**config.mk**
```make
export PLATFORM = sky130hd
export DESIGN_NAME = cnu_lut_iter_sched_flat
export DESIGN_NICKNAME = d
export VERILOG_FILES = /design/src/rtl/cnu_lut_iter_sched_pkg.sv /design/src/rtl/cnu_lut_iter_sched_if.sv /design/src/rtl/cnu_lut_iter_sched_phase_cnt.sv /design/src/rtl/cnu_lut_iter_sched.sv /design/src/flat_wrapper.sv
export SDC_FILE = /design/constraint.sdc
export NUM_CORES = 1
export LEC_CHECK = 0
export BUFFER_PORTS_ARGS = -buffer_cell sky130_fd_sc_hd__buf_2
export CELL_PAD_IN_SITES_DETAIL_PLACEMENT = 0
export CELL_PAD_IN_SITES_GLOBAL_PLACEMENT = 1
export CORE_ASPECT_RATIO = 1.2
export CORE_MARGIN = 4
export CORE_UTILIZATION = 44
export CTS_BUF_LIST = sky130_fd_sc_hd__clkbuf_4
export CTS_CLUSTER_DIAMETER = 30
export DETAILED_ROUTE_END_ITERATION = 10
export PLACE_DENSITY_LB_ADDON = 0.3
export SLEW_MARGIN = 15
export SYNTH_ARGS = -nofsm -noshare
export SYNTH_HDL_FRONTEND = slang
export SYNTH_SLANG_ARGS = --single-unit
export TNS_END_PERCENT = 20
```
**constraint.sdc**
```tcl
create_clock -name read_clk -period 3.4 [get_ports read_clk]
set_input_delay 0.51 -clock read_clk [delete_from_list [all_inputs] [get_ports read_clk]]
set_output_delay 0.51 -clock read_clk [all_outputs]
set_load 0.005 [all_outputs]
```
**src/rtl/cnu_lut_iter_sched_pkg.sv**
```systemverilog
// Shared decoder-control definitions for the CNU iteration scheduler:
// state encoding, default sizing, counter width helper and the
// state-to-control-output decode.
package cnu_lut_iter_sched_pkg;

  localparam int DEF_MAX_ITER   = 10;
  localparam int DEF_ITER_W     = 4;
  localparam int DEF_LOAD_LEN   = 4;
  localparam int DEF_RD_LEN     = 8;
  localparam int DEF_WR_TIMEOUT = 16;

  typedef enum logic [2:0] {
    IDLE      = 3'd0,
    INIT_LOAD = 3'd1,
    CNU_RD    = 3'd2,
    RD_FIN    = 3'd3,
    ITER_UPD  = 3'd4,
    DONE      = 3'd5,
    ERR       = 3'd6
  } state_e;

  // Control outputs driven towards the CNU handshake and the decode FSM.
  typedef struct packed {
    logic init_load_en;
    logic rd_en;
    logic rd_finish;
    logic iter_update;
    logic decode_done;
    logic busy;
    logic error;
  } ctl_t;

  // Bits needed to count 0..n-1, never less than one.
  function automatic int cnt_w(input int n);
    return (n <= 1) ? 1 : $clog2(n);
  endfunction

  function automatic int max3(input int a, input int b, input int c);
    int m;
    m = (a > b) ? a : b;
    return (m > c) ? m : c;
  endfunction

  // Every control output is a pure function of the state register.
  function automatic ctl_t ctl_of(input state_e s);
    ctl_t c;
    c      = '0;
    c.busy = (s != IDLE);
    case (s)
      INIT_LOAD: c.init_load_en = 1'b1;
      CNU_RD:    c.rd_en        = 1'b1;
      RD_FIN:    c.rd_finish    = 1'b1;
      ITER_UPD:  c.iter_update  = 1'b1;
      DONE:      c.decode_done  = 1'b1;
      ERR:       c.error        = 1'b1;
      default:   ;
    endcase
    return c;
  endfunction

endpackage

```
**src/rtl/cnu_lut_iter_sched_if.sv**
```systemverilog
// Control bundle between the decode FSM / CNU handshake (master) and the
// iteration scheduler (slave).
interface cnu_lut_iter_sched_if #(
  parameter int ITER_W = 4
);
  logic              decode_start_i;
  logic              abort_i;
  logic              early_term_i;
  logic              cnu_wr_i;
  logic              cnu_init_load_en_o;
  logic              cnu_rd_en_o;
  logic              cnu_rd_finish_o;
  logic              iter_update_o;
  logic [ITER_W-1:0] iter_cnt_o;
  logic              busy_o;
  logic              decode_done_o;
  logic              error_o;

  modport slave (
    input  decode_start_i, abort_i, early_term_i, cnu_wr_i,
    output cnu_init_load_en_o, cnu_rd_en_o, cnu_rd_finish_o, iter_update_o,
           iter_cnt_o, busy_o, decode_done_o, error_o
  );

  modport master (
    output decode_start_i, abort_i, early_term_i, cnu_wr_i,
    input  cnu_init_load_en_o, cnu_rd_en_o, cnu_rd_finish_o, iter_update_o,
           iter_cnt_o, busy_o, decode_done_o, error_o
  );
endinterface

```
**src/rtl/cnu_lut_iter_sched_phase_cnt.sv**
```systemverilog
// Loadable saturating down-counter; tc flags the last cycle of a phase.
module cnu_phase_cnt #(
  parameter int W = 4
) (
  input  logic         clk,
  input  logic         rst_n,
  input  logic         load,
  input  logic [W-1:0] load_val,
  output logic         tc
);
  logic [W-1:0] cnt;

  // Load on phase entry, otherwise count down and hold at zero.
  // NOTE: sequential state uses non-blocking assignments so every register
  // samples pre-edge values regardless of statement order.
  always_ff @(posedge clk or negedge rst_n) begin
    if (!rst_n)          cnt <= '0;
    else if (load)       cnt <= load_val;
    else if (cnt != '0)  cnt <= cnt - W'(1);
  end

  assign tc = (cnt == '0);
endmodule

```
**src/rtl/cnu_lut_iter_sched.sv**
```systemverilog
// Iteration scheduler for the decomposed-LUT CNU: initial LUT load, per
// iteration read sweep, write-handshake wait and iteration advance, ending
// on max iteration, early termination, timeout (sticky error) or abort.
module cnu_lut_iter_sched
  import cnu_lut_iter_sched_pkg::*;
#(
  parameter int MAX_ITER   = DEF_MAX_ITER,
  parameter int ITER_W     = DEF_ITER_W,
  parameter int LOAD_LEN   = DEF_LOAD_LEN,
  parameter int RD_LEN     = DEF_RD_LEN,
  parameter int WR_TIMEOUT = DEF_WR_TIMEOUT
) (
  input  logic                 read_clk,
  input  logic                 rstn,
  cnu_lut_iter_sched_if.slave  bus
);
  localparam int CNT_W = max3(cnt_w(LOAD_LEN), cnt_w(RD_LEN), cnt_w(WR_TIMEOUT));
  localparam logic [CNT_W-1:0] LOAD_LAST = CNT_W'(LOAD_LEN - 1);
  localparam logic [CNT_W-1:0] RD_LAST   = CNT_W'(RD_LEN - 1);
  localparam logic [CNT_W-1:0] WR_LAST   = CNT_W'(WR_TIMEOUT - 1);

  state_e            state;
  logic [ITER_W-1:0] iter_cnt;
  logic              et_latch;
  logic              wr_snap;
  logic              cnt_load;
  logic [CNT_W-1:0]  cnt_val;
  logic              cnt_tc;
  logic              wr_toggled;
  logic              last_iter;
  ctl_t              ctl;

  // One counter serves all timed phases; it is reloaded on each phase entry.
  cnu_phase_cnt #(.W(CNT_W)) u_phase_cnt (
    .clk      (read_clk),
    .rst_n    (rstn),
    .load     (cnt_load),
    .load_val (cnt_val),
    .tc       (cnt_tc)
  );

  assign wr_toggled = (bus.cnu_wr_i != wr_snap);
  assign last_iter  = et_latch | bus.early_term_i
                    | ((int'(iter_cnt) + 1) == MAX_ITER);

  // Select the phase length to load when the next timed phase is entered.
  // NOTE: defaults assigned first keep this block free of inferred latches.
  always_comb begin
    cnt_load = 1'b0;
    cnt_val  = '0;
    case (state)
      IDLE:      begin cnt_load = 1'b1;   cnt_val = LOAD_LAST; end
      INIT_LOAD: begin cnt_load = cnt_tc; cnt_val = RD_LAST;   end
      CNU_RD:    begin cnt_load = cnt_tc; cnt_val = WR_LAST;   end
      ITER_UPD:  begin cnt_load = 1'b1;   cnt_val = RD_LAST;   end
      default:   ;
    endcase
  end

  // Scheduler FSM; abort overrides every other transition.
  always_ff @(posedge read_clk or negedge rstn) begin
    if (!rstn) begin
      state    <= IDLE;
      iter_cnt <= '0;
      et_latch <= 1'b0;
      wr_snap  <= 1'b0;
    end else begin
      if (state != IDLE && bus.early_term_i) et_latch <= 1'b1;
      if (bus.abort_i) begin
        state <= IDLE;
      end else begin
        case (state)
          IDLE: begin
            et_latch <= 1'b0;
            iter_cnt <= '0;
            if (bus.decode_start_i) state <= INIT_LOAD;
          end
          INIT_LOAD: if (cnt_tc) state <= CNU_RD;
          CNU_RD: if (cnt_tc) begin
            wr_snap <= bus.cnu_wr_i;
            state   <= RD_FIN;
          end
          RD_FIN: begin
            if (wr_toggled)  state <= ITER_UPD;
            else if (cnt_tc) state <= ERR;
          end
          ITER_UPD: begin
            iter_cnt <= iter_cnt + ITER_W'(1);
            state    <= last_iter ? DONE : CNU_RD;
          end
          DONE:    state <= IDLE;
          ERR:     state <= ERR;
          default: state <= IDLE;
        endcase
      end
    end
  end

  assign ctl                    = ctl_of(state);
  assign bus.cnu_init_load_en_o = ctl.init_load_en;
  assign bus.cnu_rd_en_o        = ctl.rd_en;
  assign bus.cnu_rd_finish_o    = ctl.rd_finish;
  assign bus.iter_update_o      = ctl.iter_update;
  assign bus.decode_done_o      = ctl.decode_done;
  assign bus.busy_o             = ctl.busy;
  assign bus.error_o            = ctl.error;
  assign bus.iter_cnt_o         = iter_cnt;
endmodule

```
**src/flat_wrapper.sv**
```systemverilog
// flat-port wrapper written by rule: the top's interface ports become plain ports
module cnu_lut_iter_sched_flat import cnu_lut_iter_sched_pkg::*;
#(
  parameter int MAX_ITER   = DEF_MAX_ITER,
  parameter int ITER_W     = DEF_ITER_W,
  parameter int LOAD_LEN   = DEF_LOAD_LEN,
  parameter int RD_LEN     = DEF_RD_LEN,
  parameter int WR_TIMEOUT = DEF_WR_TIMEOUT
)
  (read_clk, rstn, bus_decode_start_i, bus_abort_i, bus_early_term_i, bus_cnu_wr_i, bus_cnu_init_load_en_o, bus_cnu_rd_en_o, bus_cnu_rd_finish_o, bus_iter_update_o, bus_iter_cnt_o, bus_busy_o, bus_decode_done_o, bus_error_o);
  cnu_lut_iter_sched_if #(.ITER_W(ITER_W)) bus_i ();
  input  logic read_clk;
  input  logic rstn;
  input wire logic [$bits(bus_i.decode_start_i)-1:0] bus_decode_start_i;
  input wire logic [$bits(bus_i.abort_i)-1:0] bus_abort_i;
  input wire logic [$bits(bus_i.early_term_i)-1:0] bus_early_term_i;
  input wire logic [$bits(bus_i.cnu_wr_i)-1:0] bus_cnu_wr_i;
  output wire logic [$bits(bus_i.cnu_init_load_en_o)-1:0] bus_cnu_init_load_en_o;
  output wire logic [$bits(bus_i.cnu_rd_en_o)-1:0] bus_cnu_rd_en_o;
  output wire logic [$bits(bus_i.cnu_rd_finish_o)-1:0] bus_cnu_rd_finish_o;
  output wire logic [$bits(bus_i.iter_update_o)-1:0] bus_iter_update_o;
  output wire logic [$bits(bus_i.iter_cnt_o)-1:0] bus_iter_cnt_o;
  output wire logic [$bits(bus_i.busy_o)-1:0] bus_busy_o;
  output wire logic [$bits(bus_i.decode_done_o)-1:0] bus_decode_done_o;
  output wire logic [$bits(bus_i.error_o)-1:0] bus_error_o;
  assign bus_i.decode_start_i = bus_decode_start_i;
  assign bus_i.abort_i = bus_abort_i;
  assign bus_i.early_term_i = bus_early_term_i;
  assign bus_i.cnu_wr_i = bus_cnu_wr_i;
  assign bus_cnu_init_load_en_o = bus_i.cnu_init_load_en_o;
  assign bus_cnu_rd_en_o = bus_i.cnu_rd_en_o;
  assign bus_cnu_rd_finish_o = bus_i.cnu_rd_finish_o;
  assign bus_iter_update_o = bus_i.iter_update_o;
  assign bus_iter_cnt_o = bus_i.iter_cnt_o;
  assign bus_busy_o = bus_i.busy_o;
  assign bus_decode_done_o = bus_i.decode_done_o;
  assign bus_error_o = bus_i.error_o;
  cnu_lut_iter_sched #(.MAX_ITER(MAX_ITER), .ITER_W(ITER_W), .LOAD_LEN(LOAD_LEN), .RD_LEN(RD_LEN), .WR_TIMEOUT(WR_TIMEOUT)) u_core (.read_clk(read_clk), .rstn(rstn), .bus(bus_i));
endmodule
```
# Yosys cells after proc, flatten, opt, wreduce, memory -nomap -nowiden
# Cells that the tools add are included.
# totals
ff_bits	13
in_bits	6
# op_classes
addsub	3
eq_ne	12
n_mux	22
bitwise_logic	3
reduce_logical	13
# op_table
op	n
$eq A32 B5 Y1 const B	1
$mux W3	7
$pmux W3 S6	1
$pmux W4 S3	1
$eq A3 B3 Y1 const B	3
$mux W1	9
$mux W4	2
$pmux W4 S2	1
$eq A3 B2 Y1 const B	2
$ne A3 B2 Y1 const B	2
$reduce_or A2 Y1	3
$add A4 B1 Y5 const B	1
$add A4 B1 Y4 const B	1
$logic_not A4 Y1	1
$ne A4 B2 Y1 const B	1
$reduce_and A4 Y1	1
$reduce_bool A2 Y1	2
$reduce_bool A4 Y1	1
$sub A4 B1 Y4 const B	1
$eq A3 B1 Y1 const B	1
$logic_not A3 Y1	1
$ne A3 B3 Y1 const B	1
$reduce_and A3 Y1	1
$reduce_bool A3 Y1	1
other kinds (6)	7

# Depth between registers and ports, before layout
# logic_depth
depth_word	6
ltp_mapped	6
mapped_depth_nobuf	6

# Cells and area by module
# Synthesis repeated with hierarchy kept, for this count alone.
# hier_totals
cells_unflattened	94
area_unflattened_um2	864.6
# by_module_without_submodules
module	instances	cells_per_inst	area_each_um2	seq_area_each_um2
cnu_lut_iter_sched	1	72	630.6	225.2
cnu_phase_cnt	1	22	234.0	100.1

# Worst setup path after synthesis
# No wires, ideal clock.
# synth_timing
kind	register to register
start	register u_core.u_phase_cnt.cnt[0]
end	register u_core.u_phase_cnt.cnt[1]
arrival_time_ps	1372
required_ps	3265
setup_slack_ps	1893
stages_incl_launch_ff	6
path_buffers	0
period_less_slack_ps	1507
path_cell_list	dfrtp_1 inv_1 ha_1 or3b_2 o31ai_1 o21ai_0
# synth_via
elab_chain_cells	3
elab_cells_between_ends	7
# synth_rtl
item	line_no	text
from (decl)	cnu_lut_iter_sched_phase_cnt.sv:11	logic [W-1:0] cnt;
from (signal assigned)	cnu_lut_iter_sched_phase_cnt.sv:18	else if (load) cnt <= load_val;
from (signal assigned)	cnu_lut_iter_sched_phase_cnt.sv:19	else if (cnt != '0) cnt <= cnt - W'(1);
$sub A4 B1 Y4 / $logic_not A4 Y1 (equally long branches)	cnu_lut_iter_sched_phase_cnt.sv:19, cnu_lut_iter_sched_phase_cnt.sv:22	
$mux W4 / $pmux W1 S2 (equally long branches)	cnu_lut_iter_sched_phase_cnt.sv:19, cnu_lut_iter_sched.sv:51	
$mux W4 / $reduce_bool A2 Y1 (equally long branches)	--	
# Several ways; a longest one is shown, not always the timed one. The select of a mux whose other input is x is not followed.
# A chain may end at the register's enable or synchronous reset.

# Final worst setup path
# layout_timing
start	register u_core.state[1]
end	output port bus_busy_o
# layout_via
elab_chain_cells	1
# layout_rtl
item	line_no	text
from (decl)	cnu_lut_iter_sched.sv:22	state_e state;
from (signal assigned)	cnu_lut_iter_sched.sv:89	state <= last_iter ? DONE : CNU_RD;
$reduce_bool A3 Y1	cnu_lut_iter_sched_pkg.sv:48	c.busy = (s != IDLE);
to (decl)	flat_wrapper.sv:23	output wire logic [$bits(bus_i.busy_o)-1:0] bus_busy_o;
# Every way passes these cells.

==> metrics.txt <==
DRC Markers 0; CTS Buffer Depth 2; CTS Sinks 13; number of setup buffers added after CTS 0; peak supply drop 0.306 mV; slew margin rel. 69.9%; DR WL/cell 13.6 um; hold-fix buffers at CTS 0; sequential area share after synthesis 38.3%; top post-synthesis cells by area dfrtp_1, a21oi_1, nand2_1; switching share of power 40.9%; final setup violating endpoints 0; post-route cell area 962 sq um; number of vias in the routed layout 745; Mapped Cells 100; Post-Syn Nets 109; DP Worst Slack 1.68 ns; WP data required 2.89 ns; minimum clock period 2.01 ns; WL met1 777 um; Pins Over Slew Limit 0; Ports 17; Synth top area share 38.3%; GRT overflow 0; family with the most delay on the worst path flip-flops; Ant. Diodes 0; Die Span X 48.1 um; PostCTS Resize Cnt 0; hold crit path type in -> async; #FFs+latches synth 13; critical path's largest stage delay 0.54 ns; FF-to-FF Start u_core.u_phase_cnt.cnt[0]; outcome finished, final reports clean; GP Congestion 0.746; syn avg cell area 8.50 sq um; I/O Buffers 16; Initial Util 46.4%; critical path peak fanout 17; CP max-delay cell dfrtp_1; core area 1830 sq um; DR WL met3 69 um; fraction of layout cells with a size suffix above 1 22.4%; Post-synth top flop dfrtp_1; P&R area growth vs syn 13.3%; Reg-to-Reg End u_core.wr_snap; Final Hold Viols 0; max-cap violation count 0; dominant cell by count in the synthesized netlist dfrtp_1; Mapped Area 850 sq um; power per cell area 600 nW/um^2; Fin Setup TNS 0 ns; die area 2700 sq um; CTS buffer count 3; routed vias/inst 5.52; CTS tree done; cells on worst reg2reg path 5; Nets 126; fin worst setup slack 1.39 ns; Internal 0.341 mW; Max Clk Rate 497 MHz; H-tree levels 1; vias in the first global route 765; RSZ-0062 raised after global routing false; Static Leak 0.464 nW; Cell variety after synth 35; clk_skew 0.00273 ns; crit-path cells nor2_1, nand2_1, buf_2; Routed WL 1840 um; WHS 0.0993 ns; metal2 WL 937 um; Sw Pwr 0.237 mW; worst slew pin tran 0.449 ns; WS Path Type reg -> out; Synth Warn # 0; gr usage total 16.4%; post-DP HPWL 1410 um; r2r setup slk 1.69 ns; initial drt markers 5; DP Area 932 sq um; initial antenna violation count 0; Reg power frac 42.9%; clock latency on the worst-skew pair 0.28 ns; largest area contributor in the netlist dfrtp_1; chip height 56.1 um; clock edge transition at the registers on the reported setup and hold paths 0.08 ns; Critical Path Source Type flop; Combinational Power Share 39.0%; first-pass GRT wire length 3210 um; Post-synth EDFFs 0; buffers plus inverters on the worst setup path 1; pin count of the biggest net entering global routing 18; post-route ant nets 0; root buf cell clkbuf_4; fraction of registers with async set/reset 100%; row count 17; final period utilization 59.2%; TritonRoute pass-1 iters 4; clock group share of total power 18.1%; Top Layer Used met4; critical path arrival 1.50 ns; most common library cells after synthesis dfrtp_1, nand2_1, nor2_1; CP Capture Type output pin
worst reg2reg max path: stages, from the launching register on:
cell      delay (ns)
dfrtp_1         0.41
inv_1           0.08
ha_1            0.21
nor3b_2         0.43
nand4b_1        0.16
mux2_2          0.29
logic make-up (layout without fill, tap and decap cells):
family                     count (synthesis)  after routing  share of synthesized area, %
adders and majority gates                  3              3                          4.42
and+or+nand+nor                           47             47                          29.9
AOI/OAI and AO/OA                         27             27                          20.8
muxes                                      1              1                          1.33
buffers and inverters                      8             24                          4.27
DFF                                       13             13                          38.3
xor gates and xnor gates                   1              1                          1.03
layout make-up:
cell class | count | area (sq um)
Timing Repair Buffer | 16 | 80.1
Fill cell | 183 | 867
Tap cell | 19 | 23.8
Inverter | 4 | 15.0
Sequential cell | 13 | 325
Clock buffer | 4 | 30.0
Multi-Input combinational cell | 79 | 488
routing by layer:
metal | track usage, % | vias up
met5 | 0 | -
met4 | 10.0 | 0
met3 | 3.24 | 5
met2 | 25.0 | 15
met1 | 20.0 | 338
li1 | - | 387
sequential cells by signal, summed over array words and instances (netlist names):
register and cells:
u_core.state 3, u_core.wr_snap 1, u_core.u_phase_cnt.cnt 4, u_core.bus.iter_cnt_o 4, u_core.et_latch 1
power by group through the flow:
stage	combinational, mW	clock (mW)	sequential (mW)
after floorplan	0.198	0	0.218
after global placement	0.225	0	0.250
after detailed placement	0.227	0	0.251
after CTS	0.229	0.110	0.248
after global routing	0.258	0.118	0.257
final	0.225	0.105	0.248
layout by cell type (no fill, tap or decap), types with 4 or more instances in the layout:
| master | instances |
|---|---|
| nor2b_1 | 5 |
| nor3_1 | 4 |
| dfrtp_1 | 13 |
| o21ai_0 | 6 |
| a21oi_1 | 9 |
| inv_1 | 4 |
| clkbuf_4 | 4 |
| buf_2 | 16 |
| nand2_1 | 12 |
| nor2_1 | 10 |
per-stage QoR:
| step | utilization, % | power [mW] | instances |
|---|---|---|---|
| 5_1_grt | 52.6 | 0.632 | 135 |
| 4_1_cts | 52.6 | 0.586 | 135 |
| 3_5_place_dp | 51.0 | 0.479 | 131 |
| 3_3_place_gp | 51.0 | 0.475 | 131 |
| 6_report | 52.6 | 0.578 | 135 |
| 2_1_floorplan | - | 0.416 | 100 |
worst max path at each step:
stage / slack (ns) / to / depth (start not counted) / from
finish: 1.39 / bus_busy_o / 3 / u_core.state[1]
global route: 1.26 / bus_cnu_init_load_en_o / 3 / u_core.state[0]
CTS: 1.36 / bus_busy_o / 3 / u_core.state[1]
detailed placement: 1.68 / bus_busy_o / 3 / u_core.state[1]
global placement: 1.68 / bus_cnu_init_load_en_o / 3 / u_core.state[0]
floorplan: 1.89 / u_core.u_phase_cnt.cnt[1] / 5 / u_core.u_phase_cnt.cnt[0]
Note: power is estimated with default switching activity, not from simulation.
